[src/rtl/proc_seq_ctrl.sv]
// Multicycle sequencer for the ARM-subset processor.
// Owns PC, instruction register, NZCV flags and the control FSM. Walks every instruction
// through FETCH/DECODE and then EXEC, MEM, WB or BRANCH, with handshaked instruction
// and data memory. All control outputs are decoded from the registered state only.
module proc_seq_ctrl #(
  parameter int unsigned ADDR_W  = 9,
  parameter int unsigned PC_STEP = 4,
  parameter int unsigned CNT_W   = 16
) (
  input  logic              clk,
  input  logic              rst,
  input  logic              start,
  output logic [ADDR_W-1:0] instr_addr,
  output logic              instr_req,
  input  logic              instr_ready,
  input  logic [31:0]       instr,
  output logic [31:0]       ir,
  input  logic [3:0]        alu_flags,
  output logic [3:0]        flags,
  input  logic [ADDR_W-1:0] branch_target,
  output logic              alu_src_imm,
  output logic [3:0]        alu_op,
  output logic              mem_req,
  output logic              mem_we,
  input  logic              mem_ready,
  output logic              wb_sel,
  output logic              reg_we,
  output logic [CNT_W-1:0]  instr_count,
  output logic              fault
);

  typedef enum logic [2:0] {
    StIdle,
    StFetch,
    StDecode,
    StExec,
    StMem,
    StWb,
    StBranch,
    StFault
  } state_e;

  localparam logic [1:0] OpDp     = 2'b00;
  localparam logic [1:0] OpLdSt   = 2'b01;
  localparam logic [1:0] OpBranch = 2'b10;
  localparam logic [3:0] AluAdd   = 4'b0100;

  state_e              state_q, state_d;
  logic [ADDR_W-1:0]   pc_q, pc_d;
  logic [31:0]         ir_q, ir_d;
  logic [3:0]          flags_q, flags_d;
  logic [CNT_W-1:0]    cnt_q, cnt_d;

  // Instruction fields of the latched word.
  logic [3:0] cond_field;
  logic [1:0] op_field;
  logic [3:0] opcode_field;
  logic       s_bit;
  logic       imm_bit;
  logic       is_compare;
  logic       is_load;
  logic       cond_ok;

  // ARM condition evaluation against the registered NZCV.
  function automatic logic cond_pass(input logic [3:0] cond, input logic [3:0] nzcv);
    logic n, z, c, v;
    {n, z, c, v} = nzcv;
    case (cond)
      4'b0000: return z;
      4'b0001: return !z;
      4'b0010: return c;
      4'b0011: return !c;
      4'b0100: return n;
      4'b0101: return !n;
      4'b0110: return v;
      4'b0111: return !v;
      4'b1000: return c && !z;
      4'b1001: return !c || z;
      4'b1010: return n == v;
      4'b1011: return n != v;
      4'b1100: return !z && (n == v);
      4'b1101: return z || (n != v);
      4'b1110: return 1'b1;
      default: return 1'b0;
    endcase
  endfunction

  assign cond_field   = ir_q[31:28];
  assign op_field     = ir_q[27:26];
  assign imm_bit      = ir_q[25];
  assign opcode_field = ir_q[24:21];
  assign s_bit        = ir_q[20];
  assign is_load      = ir_q[20];
  // TST/TEQ/CMP/CMN: opcodes 10xx set flags and never write a register.
  assign is_compare   = (opcode_field[3:2] == 2'b10);
  assign cond_ok      = cond_pass(cond_field, flags_q);

  // State register.
  always_ff @(posedge clk or negedge rst) begin
    if (!rst) begin
      state_q <= StIdle;
    end else begin
      state_q <= state_d;
    end
  end

  // Architectural registers: PC, IR, flags and retired count.
  always_ff @(posedge clk or negedge rst) begin
    if (!rst) begin
      pc_q    <= '0;
      ir_q    <= '0;
      flags_q <= '0;
      cnt_q   <= '0;
    end else begin
      pc_q    <= pc_d;
      ir_q    <= ir_d;
      flags_q <= flags_d;
      cnt_q   <= cnt_d;
    end
  end

  // Next-state and register update logic; retiring returns to FETCH only while start is high.
  always_comb begin
    state_e after_instr;
    state_d     = state_q;
    pc_d        = pc_q;
    ir_d        = ir_q;
    flags_d     = flags_q;
    cnt_d       = cnt_q;
    after_instr = start ? StFetch : StIdle;

    case (state_q)
      StIdle: begin
        if (start) begin
          state_d = StFetch;
        end
      end

      StFetch: begin
        if (instr_ready) begin
          ir_d    = instr;
          state_d = StDecode;
        end
      end

      StDecode: begin
        if (!cond_ok) begin
          // Skipped instruction: advance PC but do not count it as retired.
          pc_d    = pc_q + ADDR_W'(PC_STEP);
          state_d = after_instr;
        end else begin
          case (op_field)
            OpDp:     state_d = StExec;
            OpLdSt:   state_d = StMem;
            OpBranch: state_d = StBranch;
            default:  state_d = StFault;
          endcase
        end
      end

      StExec: begin
        if (s_bit || is_compare) begin
          flags_d = alu_flags;
        end
        if (is_compare) begin
          pc_d    = pc_q + ADDR_W'(PC_STEP);
          cnt_d   = cnt_q + CNT_W'(1);
          state_d = after_instr;
        end else begin
          state_d = StWb;
        end
      end

      StMem: begin
        if (mem_ready) begin
          if (is_load) begin
            state_d = StWb;
          end else begin
            pc_d    = pc_q + ADDR_W'(PC_STEP);
            cnt_d   = cnt_q + CNT_W'(1);
            state_d = after_instr;
          end
        end
      end

      StWb: begin
        pc_d    = pc_q + ADDR_W'(PC_STEP);
        cnt_d   = cnt_q + CNT_W'(1);
        state_d = after_instr;
      end

      StBranch: begin
        pc_d    = branch_target;
        cnt_d   = cnt_q + CNT_W'(1);
        state_d = after_instr;
      end

      StFault: begin
        // Trapped until reset.
        state_d = StFault;
      end

      default: begin
        state_d = StIdle;
      end
    endcase
  end

  // Moore control outputs decoded from the current state and latched IR.
  always_comb begin
    instr_req   = 1'b0;
    mem_req     = 1'b0;
    mem_we      = 1'b0;
    reg_we      = 1'b0;
    wb_sel      = 1'b0;
    alu_src_imm = 1'b0;
    alu_op      = 4'b0000;
    fault       = 1'b0;

    case (state_q)
      StFetch: begin
        instr_req = 1'b1;
      end
      StExec: begin
        alu_src_imm = imm_bit;
        alu_op      = opcode_field;
      end
      StMem: begin
        mem_req     = 1'b1;
        mem_we      = !is_load;
        alu_src_imm = 1'b1;
        alu_op      = AluAdd;
      end
      StWb: begin
        reg_we = 1'b1;
        wb_sel = (op_field == OpLdSt);
      end
      StFault: begin
        fault = 1'b1;
      end
      default: begin
      end
    endcase
  end

  assign instr_addr  = pc_q;
  assign ir          = ir_q;
  assign flags       = flags_q;
  assign instr_count = cnt_q;

endmodule

[config.mk]
export PLATFORM = sky130hd
export DESIGN_NAME = proc_seq_ctrl
export DESIGN_NICKNAME = d
export VERILOG_FILES = /design/src/rtl/proc_seq_ctrl.sv
export SDC_FILE = /design/constraint.sdc
export NUM_CORES = 1
export LEC_CHECK = 0
export ABC_CLOCK_PERIOD_IN_PS = 4500
export CAP_MARGIN = 20
export CORE_ASPECT_RATIO = 1.25
export CORE_MARGIN = 2
export CORE_UTILIZATION = 35
export CTS_BUF_LIST = sky130_fd_sc_hd__clkbuf_4
export DETAILED_ROUTE_END_ITERATION = 12
export GPL_TIMING_DRIVEN = 0
export PLACE_DENSITY = 0.69
export SETUP_SLACK_MARGIN = 0.3
export SKIP_CTS_REPAIR_TIMING = 1
export SKIP_LAST_GASP = 1
export SLEW_MARGIN = 20
export SYNTH_ARGS = -nofsm -noshare
export SYNTH_HDL_FRONTEND = slang
export SYNTH_SLANG_ARGS = --single-unit
[constraint.sdc]
create_clock -name clk -period 4.5 [get_ports clk]
set_input_delay 0.45 -clock clk [delete_from_list [all_inputs] [get_ports clk]]
set_output_delay 0.45 -clock clk [all_outputs]
set_load 0.05 [all_outputs]
==> impl_metrics.json <==
{
  "clockBufferDepth": 2,
  "layout-drive-gt1-share_pct": 15.2,
  "critPathMaxStageDelay_ns": 0.81,
  "finClkSkew_ns": 0.0120,
  "ant_nets": 0,
  "rsz0062_at_grt": "no",
  "place_congestion": 0.767,
  "initial_core_util_pct": 35.7,
  "avgSynthCellArea_um2": 10.8,
  "worst_r2r_path_depth": 5,
  "setup_viol_count_final": 0,
  "antenna_found_initial": 1,
  "synth_seq_cells": 64,
  "rows": 39,
  "num_vias": 2790,
  "viasPerCell": 4.94,
  "timing.rr.start": "ir[30]",
  "cts.htree.levels": 3,
  "seq_area_mm2": 0.00160,
  "endpoint_kind": "output port",
  "timing.rr.end": "state_q[2]",
  "n_fill_cell": 839,
  "worstHoldStart": "instr_count[15]",
  "clkTransAtPathRegs_ns": 0.12,
  "fin_nets": 491,
  "clk_latency_ns": 0.41,
  "routed_wl_um": 8470,
  "io_pins": 122,
  "overflow": 0,
  "first_pass_iters": 4,
  "clkSinkCount": 64,
  "cts_tree": "built",
  "outcome": "finished, final reports clean",
  "yosysTopAreaCellShare_pct": 49.1,
  "worstPathMaxFanout": 10,
  "max_freq_ghz": 0.329,
  "holdCritPathClass": "reg2reg",
  "synth_area_leaders": "dfrtp_1, mux2_2, nand2_1, xor2_1, xnor2_1",
  "holdPathEnd": "instr_count[15]",
  "synth_edf_count": 0,
  "die_x_um": 90.3,
  "core_mm2": 0.00913,
  "worst_slew_margin_rel_pct": 57.3,
  "start_kind": "flip-flop",
  "layout_commonest_cell": "clkdlybuf4s50_1",
  "async_reset_ff_share_pct": 100,
  "cap_violations": 0,
  "finalHoldViolCount": 0,
  "yosysWarnings": 0,
  "cts-root-buf": "clkbuf_4",
  "grt_first_pass_wirelength_um": 14000,
  "drt_iter0_markers": 143,
  "power_mw": 3.83,
  "ys_seq_area_share_pct": 49.1,
  "multi_input_area_mm2": 0.00156,
  "setup_tns_ns": 0,
  "final_cell_mix": "clkdlybuf4s50_1, dfrtp_1, nand2_1",
  "placed_cells": 547,
  "synth_nets": 357,
  "dominantRegCellSynth": "dfrtp_1",
  "syn2layout_area_growth_pct": 47.8,
  "layoutNonFillerInstCount": 565,
  "power.leakage_nw": 1.99,
  "reg2reg_slack_ns": 2.37,
  "synth.distinct_cells": 54,
  "track_usage_pct": 17.5,
  "power_density_mw_per_mm2": 794,
  "critical_path_class": "reg2out",
  "grt_max_degree": 36,
  "dieArea_mm2": 0.0101,
  "tightest_slew_ns": 0.634,
  "port_buffers": 121,
  "post-route-min-period_ns": 3.04,
  "final_max_slew_viol_count": 0,
  "ir_drop_v": 0.000478,
  "timing.final.crit_share_pct": 67.6,
  "synth_largest_area_cell": "dfrtp_1",
  "hold_depth": 1,
  "required_ns": 4.05,
  "die_h_um": 112,
  "hpwlAfterDp_um": 6330,
  "drc": 0,
  "crit_chain": "clkbuf_1, nand2_1, nor2_1, and2_1, clkdlybuf4s50_1",
  "post_drt_wl_per_cell_um": 15.0,
  "cpMaxStageDelayCell": "clkdlybuf4s50_1",
  "cts_buffers": 9,
  "critical_path_arrival_ns": 2.59,
  "synth_area_mm2": 0.00326,
  "first_global_vias": 2852,
  "postSynthCellCount": 302
}
-- final cells by class --
cell class / count / share of cell area (%)
inverters: 13 / 1.01
clock inverters: 7 / 2.00
repair buffers: 123 / 25.7
multi-input cells: 213 / 32.3
diodes: 1 / 0.0519
flip-flops and latches: 64 / 33.2
clock buffers: 9 / 1.40
well taps: 123 / 3.19
plain buffers: 12 / 1.12
-- through the flow --
stage | worst slack [ns] | hold WS (ns) | cell area (um2) | util [%]
global route | 1.26 | 0.505 | 4820 | 52.8
global placement | 0.744 | 0.459 | 4630 | 50.7
detailed placement | 1.88 | 0.416 | 4640 | 50.9
CTS | 1.38 | -0.0644 | 4810 | 52.7
floorplan | 1.65 | 0.154 | 3260 | -
finish | 1.46 | 0.484 | 4820 | 52.8
-- logic make-up after synthesis --
logic type	count (synthesis)	share of synthesized area, %
compound gates	50	12.4
flops	64	49.1
xor+xnor	17	4.56
mux	38	13.2
fa+ha+maj	5	1.92
buf+inv	25	3.15
simple gates	103	15.7
-- cells in the mapped netlist, types with 2 or more instances --
cell,count
nor3_1,10
nor4_1,6
xor2_1,9
buf_2,7
mux2i_1,3
o21a_1,2
o21ai_0,11
nor2b_1,2
mux2_2,33
ha_1,5
a21boi_0,2
nor2_1,17
a21oi_1,5
or2_2,2
o211ai_1,5
o2bb2ai_1,2
a21o_1,2
clkbuf_1,5
o221ai_1,4
o311ai_2,2
nand2_1,35
o31ai_1,3
inv_1,13
nand2b_1,4
nor3b_1,2
xnor2_1,8
and2_1,6
nand3_1,8
dfrtp_1,64
-- state kept, by name (all words and copies together), names as in the netlist --
signal,count
flags,4
instr_addr,9
instr_count,16
ir,32
state_q,3
-- report_power, final --
| group | switching, mW | total [mW] | internal, mW |
|---|---|---|---|
| clock network | 0.223 | 0.448 | 0.225 |
| registers | 0.209 | 1.02 | 0.808 |
| logic | 1.49 | 2.36 | 0.870 |
-- routing by layer --
metal | wire [um] | vias to the layer above | GRT usage (%) | part of all wire [%]
li1 | - | 1349 | - | -
met3 | 472 | 6 | 5.62 | 5.6
met1 | 3670 | 1355 | 21.4 | 43
met2 | 4220 | 80 | 28.7 | 50
met5 | 0 | - | 0 | 0
met4 | 99 | 0 | 7.08 | 1.2
-- worst max-delay path, delay by kind of cell (launching register included) --
kind          cells  cell delay, ns
buf+inv           2            1.15
flops             1            0.40
simple gates      3            0.63
-- how the worst max path moves through the flow --
stage	from	endpoint	slack, ns	cells past startpoint
after CTS	state_q[0]	alu_op[0]	1.38	5
after detailed placement	state_q[0]	alu_op[0]	1.88	5
after global routing	state_q[0]	alu_src_imm	1.26	5
after global placement	rst	ir[15]	0.74	1
final	state_q[0]	alu_op[0]	1.46	5
after floorplan	state_q[1]	wb_sel	1.65	4
Note: power is estimated with default switching activity, not from simulation.
